**src/rtl/vga_timing_gen.sv**
```systemverilog
// VGA raster timing generator: pixel strobe, x/y counters, sync pulses, blanking and frame tick.
// Optional build macro VGA_SYNC_REG_EN adds one register stage to hsync, vsync and video_on.
module vga_timing_gen #(
  parameter int CLK_DIV   = 2,
  parameter int H_DISPLAY = 640,
  parameter int H_FRONT   = 16,
  parameter int H_SYNC    = 96,
  parameter int H_BACK    = 48,
  parameter int V_DISPLAY = 480,
  parameter int V_FRONT   = 10,
  parameter int V_SYNC    = 2,
  parameter int V_BACK    = 33
) (
  input  logic       clk,
  input  logic       rst,
  output logic       pixel_tick,
  output logic [9:0] x,
  output logic [9:0] y,
  output logic       video_on,
  output logic       hsync,
  output logic       vsync,
  output logic       refr_tick
);

  localparam int H_TOTAL = H_DISPLAY + H_FRONT + H_SYNC + H_BACK;
  localparam int V_TOTAL = V_DISPLAY + V_FRONT + V_SYNC + V_BACK;
  localparam int DIV_W   = (CLK_DIV > 1) ? $clog2(CLK_DIV) : 1;

  localparam logic [DIV_W-1:0] DIV_LAST     = DIV_W'(CLK_DIV - 1);
  localparam logic [9:0]       H_LAST       = 10'(H_TOTAL - 1);
  localparam logic [9:0]       V_LAST       = 10'(V_TOTAL - 1);
  localparam logic [9:0]       H_VIS        = 10'(H_DISPLAY);
  localparam logic [9:0]       V_VIS        = 10'(V_DISPLAY);
  localparam logic [9:0]       V_VIS_LAST   = 10'(V_DISPLAY - 1);
  localparam logic [9:0]       H_SYNC_START = 10'(H_DISPLAY + H_FRONT);
  localparam logic [9:0]       H_SYNC_END   = 10'(H_DISPLAY + H_FRONT + H_SYNC);
  localparam logic [9:0]       V_SYNC_START = 10'(V_DISPLAY + V_FRONT);
  localparam logic [9:0]       V_SYNC_END   = 10'(V_DISPLAY + V_FRONT + V_SYNC);

  logic [DIV_W-1:0] r_div_cnt;
  logic [9:0]       r_h_cnt;
  logic [9:0]       r_v_cnt;

  logic w_pixel_tick;
  logic w_h_last;
  logic w_v_last;
  logic w_hsync_n;
  logic w_vsync_n;
  logic w_video_on;

  // With CLK_DIV=1 the divider never leaves 0, so the strobe stays high.
  assign w_pixel_tick = (r_div_cnt == DIV_LAST);
  assign w_h_last     = (r_h_cnt == H_LAST);
  assign w_v_last     = (r_v_cnt == V_LAST);

  always_ff @(posedge clk) begin
    if (rst) begin
      r_div_cnt <= '0;
    end else if (w_pixel_tick) begin
      r_div_cnt <= '0;
    end else begin
      r_div_cnt <= r_div_cnt + 1'b1;
    end
  end

  always_ff @(posedge clk) begin
    if (rst) begin
      r_h_cnt <= '0;
    end else if (w_pixel_tick) begin
      if (w_h_last) begin
        r_h_cnt <= '0;
      end else begin
        r_h_cnt <= r_h_cnt + 10'd1;
      end
    end
  end

  always_ff @(posedge clk) begin
    if (rst) begin
      r_v_cnt <= '0;
    end else if (w_pixel_tick && w_h_last) begin
      if (w_v_last) begin
        r_v_cnt <= '0;
      end else begin
        r_v_cnt <= r_v_cnt + 10'd1;
      end
    end
  end

  assign w_hsync_n  = !((r_h_cnt >= H_SYNC_START) && (r_h_cnt < H_SYNC_END));
  assign w_vsync_n  = !((r_v_cnt >= V_SYNC_START) && (r_v_cnt < V_SYNC_END));
  assign w_video_on = (r_h_cnt < H_VIS) && (r_v_cnt < V_VIS);

  // Fires on the last pixel of the last visible line, so sprite updates land in blanking.
  assign refr_tick  = w_pixel_tick && w_h_last && (r_v_cnt == V_VIS_LAST);
  assign pixel_tick = w_pixel_tick;
  assign x          = r_h_cnt;
  assign y          = r_v_cnt;

`ifdef VGA_SYNC_REG_EN
  logic r_hsync;
  logic r_vsync;
  logic r_video_on;

  always_ff @(posedge clk) begin
    if (rst) begin
      r_hsync    <= 1'b1;
      r_vsync    <= 1'b1;
      r_video_on <= 1'b0;
    end else begin
      r_hsync    <= w_hsync_n;
      r_vsync    <= w_vsync_n;
      r_video_on <= w_video_on;
    end
  end

  assign hsync    = r_hsync;
  assign vsync    = r_vsync;
  assign video_on = r_video_on;
`else
  assign hsync    = w_hsync_n;
  assign vsync    = w_vsync_n;
  assign video_on = w_video_on;
`endif

endmodule

```
**config.mk**
```make
export PLATFORM = sky130hd
export DESIGN_NAME = vga_timing_gen
export DESIGN_NICKNAME = d
export VERILOG_FILES = /design/src/rtl/vga_timing_gen.sv
export SDC_FILE = /design/constraint.sdc
export NUM_CORES = 1
export LEC_CHECK = 0
export CORE_MARGIN = 1.5
export CORE_UTILIZATION = 49
export CTS_CLUSTER_SIZE = 8
export DETAILED_ROUTE_END_ITERATION = 8
export PLACE_DENSITY = 0.79
export SYNTH_ARGS = -nofsm -noshare
export SYNTH_HDL_FRONTEND = slang
export SYNTH_SLANG_ARGS = --single-unit
```
**constraint.sdc**
```tcl
create_clock -name clk -period 2.3 [get_ports clk]
set_input_delay 0.575 -clock clk [delete_from_list [all_inputs] [get_ports clk]]
set_output_delay 0.575 -clock clk [all_outputs]
set_load 0.005 [all_outputs]
```
; ---- Word-level counts from Yosys, hierarchy flattened
; Cells that the tools add are included.
[word_totals]
regBits = 21
wordCells = 25
inputBits = 2
[op_classes]
reduce_logical = 8
muxes = 2
n_eq_ne = 3
order_cmp = 6
add_sub_neg = 3
[ops]
columns = op, n
row1 = $add A10 B1 Y10 const B, 2
row2 = $eq A10 B10 Y1 const B, 2
row3 = $lt A10 B10 Y1 const B, 2
row4 = $lt A10 B9 Y1 const B, 2
row5 = $mux W10, 2
row6 = $eq A10 B9 Y1 const B, 1
row7 = $ge A10 B10 Y1 const B, 1
row8 = $ge A10 B9 Y1 const B, 1
row9 = $logic_and A1 B1 Y1, 5
row10 = $logic_not A1 Y1, 2
row11 = $reduce_or A2 Y1, 1
row12 = $add A1 B1 Y1 const B, 1

; ---- Logic depth before layout (Yosys ltp)
; Gate-level depths: netlist of the first run.
[logic_depth]
ltp_word = 3
depth_mapped = 6
ltp_nobuf = 6

; ---- Worst setup path before layout of the first run
; Ideal clock, no wire load.
[synth_timing]
kind = register to register
start = reg r_h_cnt[0], in the netlist x[0]
end = reg r_v_cnt[9], in the netlist y[9]
setup_slack_ns = 0.337
path_buffers = 0
path_stages_with_launch = 6
required_ns = 2.230
arrival_time_ns = 1.893
path_cell_list = dfxtp_1 ha_1 nand4_1 or4_4 or4_1 a21oi_1
[synth_between]
elab_chain_cells = 2
[synth_rtl]
columns = element, line_no
row1 = start: declaration, 41  ; logic [9:0] r_h_cnt;
row2 = start signal: assignment, 73  ; r_h_cnt <= r_h_cnt + 10'd1;
row3 = $eq A10 B10 Y1, 53  ; assign w_h_last = (r_h_cnt == H_LAST);
row4 = $logic_and A1 B1 Y1, 81  ; end else if (w_pixel_tick && w_h_last) begin
row5 = end signal: assignment, 85  ; r_v_cnt <= r_v_cnt + 10'd1;
row6 = end: declaration, 42  ; logic [9:0] r_v_cnt;
; No other way between the ends.
; A chain may end at the register's enable or synchronous reset.

; ---- Final worst setup path of the first run
[layout_timing]
start = reg r_h_cnt[5], in the netlist x[5]
end = out hsync
[layout_between]
elab_chain_cells = 3
[layout_rtl]
columns = element, line_no
row1 = $ge A10 B10 Y1 or $lt A10 B10 Y1 (tied branches), 90  ; assign w_hsync_n = !((r_h_cnt >= H_SYNC_START) && (r_h_cnt < H_SYNC_END));
row2 = $logic_and A1 B1 Y1 (*), 90
row3 = $logic_not A1 Y1 (*), 90
row4 = end: declaration, 20  ; output logic hsync,
; Every way passes the cells marked *; elsewhere a longest branch is shown, timed or not.

==> metrics.txt, run 1 <==
CTS buffer count 3; Clock Tree Buf Depth 2; antenna violations before repair 0; full die area between 2000 and 3000 µm²; GPL Wtd Cong between 0.8 and 0.9; H-Tree Level Count 1; max_cap viols 0; post-layout minimum cycle time ~2.2 ns; Int Pwr between 400 and 500 µW; worst slew pin tran 0.605 ns; final number of setup-violating endpoints 0; GRT Total Usage 22.8%; final worst-path cycle share between 90% and 100%; largest net degree at the start of global routing 16; multi-input logic area between 600 and 700 µm²; antenna viol nets, final 0; Final Skew between 0.009 and 0.01 ns; Synth area leader dfxtp_1; CTS clk-pin slew, worst paths approximately 0.12 ns; Slew HR between 50% and 60%; Layout Area Growth over Synthesis 35.8%; drc violations 0; Setup crit end kind output port; Post-Synthesis Cell Area approximately 1200 µm²; Lkg Pwr ~0.00053 µW; CTS Root Cell clkbuf_4; Avg Cell Area, Syn roughly 8.5 µm²; Setup crit start kind flop; Antenna diodes 0; count leader, synth dfxtp_1; Worst-Skew Late Latency between 0.3 and 0.4 ns; Final Util between 70% and 80%; Sum Neg Setup Slack 0 ns; Cell Pwr Density 379 nW/µm²; share of cells above drive strength 1 between 10% and 20%; CTS tree done; Cells after Synth between 100 and 150; routed length per placed instance roughly 14 µm; Post-synth ARST share 0%; Area contributors post-synth dfxtp_1, xor2_1, ha_1; drt initial violations 24; Distinct cells, synth 35; Reg area approximately 430 µm²; synthesized flop and latch total 21; CP max-delay cell or4_2; CP cell instances and3_1 -> or4_2 -> clkdlybuf4s15_1; Die Span X 51.6 µm; Switch Pwr 142 µW; router iterations before antenna repair 4; top post-synthesis cells by count dfxtp_1, nand3_1, nor2_1, nand2_1, nor3_1; Die Span Y between 50 and 60 µm; FMAX around 450 MHz; via density per instance 5.62; Core Region between 2000 and 2500 µm²; CP required about 1.7 ns; WP data arrival between 1.5 and 2 ns; placement row count 17; status finished clean; Synth warnings 0; Clock Power Share between 30 and 40%; Post-Route WL between 2000 and 3000 µm; critical setup path kind reg2out; fillcell total 190; Sw Share 23.9%; RSZ-0062 raised after global routing no; number of synthesized flops with an enable pin 0; DP HPWL 2170 µm; clk sinks 21; Slew Limit Fails 0; sequential power share 62.3%; Worst Hold Class reg2reg; Crit Path Max Fanout 5; Synth top area share between 30% and 40%; sequential area share after synthesis 36.4%; Mapped Nets 143; final net count approximately 180; Crit path max-delay family simple AND/OR/NAND/NOR gates; Primary FF master, synth dfxtp_1; vias in the first global route 1035; first-pass GRT wire length 4620 µm; via count approximately 1100; port bufs 26; WP buf/inv 1; VDD IR max between 300 and 400 µV; max incr delay on CP about 0.6 ns; Ports 27; Fin. Hold Viols 0; combinational power share 6.5%; gr ovfl total 0; Initial Utilization roughly 52%
==> kinds of logic after synthesis <==
kind of cell / after synthesis / synth area share (%)
and+or+nand+nor: 71 / 37.1
xor gates and xnor gates: 13 / 9.85
DFF: 21 / 36.4
buffers and inverters: 12 / 4.11
AOI/OAI and AO/OA: 14 / 7.14
adders and majority gates: 5 / 5.41
==> layout make-up <==
class / instances / share of cell area, %
Timing Repair Buffer: 40 / 23.3
Multi-Input combinational cell: 103 / 44.0
Clock inverter: 1 / 0.319
Clock buffer: 3 / 1.43
Tap cell: 28 / 2.23
Inverter: 5 / 1.20
Sequential cell: 21 / 27.5
==> metrics by stage <==
| stage | power, µW | hold slack, ns | area [µm²] | instances | worst slack, ns |
|---|---|---|---|---|---|
| after floorplan | 397 | 0.497 | 1160 | 136 | 0.337 |
| after global placement | 416 | 0.514 | 1520 | 196 | 0.152 |
| after detailed placement | 418 | 0.520 | 1520 | 196 | 0.137 |
| after CTS | 595 | 0.536 | 1560 | 201 | 0.000867 |
| after global routing | 612 | 0.565 | 1570 | 201 | 0.00809 |
| final | 596 | 0.535 | 1570 | 201 | 0.0612 |
==> worst min-delay path, cell delays in order (launching register included) <==
cell	delay [ns]
dfxtp_1	0.37
o31ai_1	0.08
a21oi_1	0.05
==> path summary, 6_finish.rpt <==
path                                   startpoint                 to  cells after the start  slack [ns]
worst min register to register  y[8]$_SDFFE_PP0P_  y[8]$_SDFFE_PP0P_                      2        0.53
worst max-delay path            x[5]$_SDFFE_PP0P_              hsync                      3        0.06
worst max register to register  x[1]$_SDFFE_PP0P_  y[7]$_SDFFE_PP0P_                      5        0.25
worst min-delay path            y[8]$_SDFFE_PP0P_  y[8]$_SDFFE_PP0P_                      2        0.53
==> registers in the layout, summed over array words and instances (netlist names) <==
signal and count:
pixel_tick 1, y 10, x 10
==> power groups by stage <==
| stage | combinational, µW | clock, µW | sequential (µW) |
|---|---|---|---|
| 2_1_floorplan | 16.5 | 0 | 381 |
| 3_3_place_gp | 37.5 | 0 | 379 |
| 3_5_place_dp | 38.5 | 0 | 379 |
| 4_1_cts | 38.9 | 184 | 372 |
| 5_1_grt | 42.4 | 198 | 371 |
| 6_report | 38.7 | 186 | 371 |
==> cells in the final DEF, fill, tap and decap left out, drive strengths merged, types with 2 or more instances in the layout <==
master         Yosys  layout
nand4b             2       2
o21ai              2       2
ha                 5       5
nand2             10      10
o31ai              3       3
dfxtp             21      21
nor3               9       9
buf                2      14
inv                5       5
xor2               8       8
and4               2       2
a21oi              7       7
nand4              5       5
xnor2              5       5
nand2b             2       2
nand3             11      11
clkbuf             5       3
clkdlybuf4s50      0      23
nor4bb             2       2
nor4               3       3
or4                4       4
and3               2       2
nor2              11      11
==> layer usage <==
metal	routed length (µm)	vias up	track usage, %
met3	90	6	2.87
met4	37	0	8.33
li1	-	560	-
met1	1310	534	29.1
met2	1380	29	39.3
met5	0	-	0
==> what timing repair did <==
item | in CTS | in global routing
resized for setup | 8 | 5
setup endpoints to repair | 3 | 2
hold buffers | 0 | 0
buffers inserted | 1 | 0
pin swaps | 2 | 0
Note: power is estimated with default switching activity, not from simulation.
==> inputs of run 2 (changes only) <==
==> constraint.sdc (replaced) <==
create_clock -name clk -period 2.3 [get_ports clk]
set_input_delay 0.575 -clock clk [delete_from_list [all_inputs] [get_ports clk]]
set_output_delay 0.575 -clock clk [all_outputs]
set_load 0.05 [all_outputs]
==> run 2 against run 1 <==
Net effect:
- utilization is 0.057 points higher
- count of clock-buffer cells in the layout is 1 higher
- non-clock buffer count is 6 lower
- combinational power is 13% higher
- sequential cell count stayed put
- clock skew is 0.0070 ns lower
- global-route usage is 1.1 points lower
- critical path type unchanged
- largest power group unchanged
==> metrics.txt, run 2 (synthesized netlist as in run 1, its figures left out) <==
Setup crit start kind flop; R2R Setup Slk 0.22 ns (-0.03 ns); dpl cell area 1470 µm² (-3.5%); Slew HR 66.2% (+6.9 points); sequential power share 63.0% (+0.7 points); post-layout minimum cycle time 2.23 ns (-0.0132 ns); Post-Route WL 2750 µm (-2.4%); WP data arrival 1.65 ns (about the same); max_cap viols 0 (unchanged); combinational power share 7.4% (+0.9 points); Worst Hold Class reg2reg; Reg area 435 µm² (+0.87%); CTS buffer count 3 (unchanged); via density per instance 5.82 (+3.6%); VDD IR max 408 µV (+21%); Clock Tree Buf Depth 2 (unchanged); CP cell instances ha_2 -> and4_4 -> nand4_1 -> nor2_4 -> buf_12; antenna viol nets, final 0 (unchanged); Die Span Y 51.6 µm (unchanged); routed length per placed instance 14.1 µm (+0.63%); Hold WS 0.508 ns (-0.0267 ns); share of cells above drive strength 1 18.0% (-0.53 points); CTS clk-pin slew, worst paths 0.11 ns (about the same); Crit path max-delay family simple AND/OR/NAND/NOR gates; Clock Power Share 29.6% (-1.6 points); DP HPWL 1900 µm (-12%); Die Span X 51.6 µm (unchanged); Cell Pwr Density 377 nW/µm² (-0.58%); WP buf/inv 1 (unchanged); critical setup path kind reg2out; Ports 27 (unchanged); vias in the first global route 993 (-4.1%); clk sinks 21 (unchanged); Crit Path Max Fanout 5 (unchanged); gr ovfl total 0 (unchanged); Antenna diodes 0 (unchanged); commonest non-fill, non-tap cell in the layout clkdlybuf4s50_1; Power Total 593 µW (-0.50%); CTS hold repair buffers 0 (unchanged); fillcell total 167 (-12%); hold path start x[1]$_SDFFE_PP0P_; GRT Total Usage 21.7% (-1.1 points); Worst-Skew Late Latency 0.30 ns (about the same); Lkg Pwr 0.000580 µW (+8.5%); final number of setup-violating endpoints 0 (unchanged); final net count 175 (-3.3%); Fin. Hold Viols 0 (unchanged); first-pass GRT wire length 4300 µm (-6.9%); Int Pwr 450 µW (-0.81%); drt initial violations 37 (+54%); port bufs 26 (unchanged); worst slew pin tran 0.506 ns (-0.0995 ns); max incr delay on CP 0.39 ns (-0.21 ns); multi-input logic area 703 µm² (+1.8%); Hold Crit Depth 2 (unchanged); CTS Root Cell clkbuf_4; via count 1135 (+0.53%); drc violations 0 (unchanged); final worst-path cycle share 96.8% (-0.57 points); placement row count 17 (unchanged); Initial Utilization 52.3% (unchanged); router iterations before antenna repair 4 (unchanged); CTS tree done; status finished clean; full die area 2660 µm² (unchanged); Sw Share 24.1% (+0.24 points); GPL Wtd Cong 0.856 (-1.0%); post-route cell area 1570 µm² (about the same); antenna violations before repair 0 (unchanged); largest net degree at the start of global routing 16 (unchanged); Switch Pwr 143 µW (+0.50%); CP required 1.73 ns (about the same); most frequent cells in the layout clkdlybuf4s50_1, dfxtp_1, nand3_1, nand2_1, nor2_1; Hold EP x[1]$_SDFFE_PP0P_; worst r2r src x[0]$_SDFFE_PP0P_; FMAX 449 MHz (+0.59%); R2R Path End y[7]$_SDFFE_PP0P_; Slew Limit Fails 0 (unchanged); Layout Area Growth over Synthesis 35.9% (about the same); CP max-delay cell dfxtp_4; Final Skew 0.00284 ns (-0.00698 ns); Core Region 2210 µm² (unchanged); Setup crit end kind output port; H-Tree Level Count 1 (unchanged); R2R depth 5 (unchanged); RSZ-0062 raised after global routing no
-- run 2: changes by cell type in the layout (fill, tap and decap cells not counted), moves of 2 or more --
| cell | delta |
|---|---|
| buf_12 | +2 |
| dlymetal6s2s_1 | +3 |
| clkdlybuf4s50_1 | -5 |
| dfxtp_2 | -3 |
| dfxtp_4 | +2 |
| buf_4 | -5 |
-- run 2: final cells by class --
class / instances / share of cell area, %
Clock buffer: 4 / 1.67
Inverter: 5 / 1.19
Multi-Input combinational cell: 103 / 44.7
Sequential cell: 21 / 27.7
Tap cell: 28 / 2.23
Timing Repair Buffer: 34 / 22.5
-- run 2: worst register-to-register path: stages, from the launching register on --
cell and delay (ns):
dfxtp_4 0.39, ha_2 0.20, nand4_1 0.22, or4_4 0.57
or4_1 0.49, a21oi_1 0.14
-- run 2: per-layer routing --
layer  share of wire, %  track usage, %
met1                 46            27.2
met4                1.2            9.65
met3                5.2            3.45
met2                 48            36.5
met5                  0               0
-- run 2: how the worst max path moves through the flow --
| stage | from | end | slack [ns] | cells after the start |
|---|---|---|---|---|
| finish | x[0]$_SDFFE_PP0P_ | refr_tick | 0.07 | 5 |
| global route | x[0]$_SDFFE_PP0P_ | refr_tick | 0.003 | 5 |
| CTS | y[5]$_SDFFE_PP0P_ | y[5] | 0.01 | 1 |
| detailed placement | x[0]$_SDFFE_PP0P_ | y[7]$_SDFFE_PP0P_ | 0.26 | 5 |
| global placement | x[0]$_SDFFE_PP0P_ | refr_tick | 0.30 | 5 |
| floorplan | pixel_tick$_SDFF_PP0_ | refr_tick | -0.05 | 5 |
-- run 2: metrics by stage --
step	worst slack, ns	utilization, %	std cells	TNS, ns
finish	0.0744	71.0	195	0
global route	0.00324	71.0	195	0
global placement	0.296	66.3	185	0
floorplan	-0.0513	-	136	-0.0513
CTS	0.0133	67.9	190	0
detailed placement	0.256	66.3	185	0
-- run 2: what timing repair did --
item                                    4_1_cts  5_1_grt
endpoints found under the setup margin        1        5
gates cloned                                  0        0
setup buffers                                 1        5
pin swaps                                     1        1
hold endpoints to repair                      0        0
gates resized for setup                       1       13
-- run 2: power groups by stage --
stage	combinational, µW	clock (µW)	sequential [µW]
after floorplan	16.4	0	397
after global placement	42.9	0	383
after detailed placement	43.5	0	384
after CTS	43.7	179	376
after global routing	46.4	195	375
final	43.7	175	373
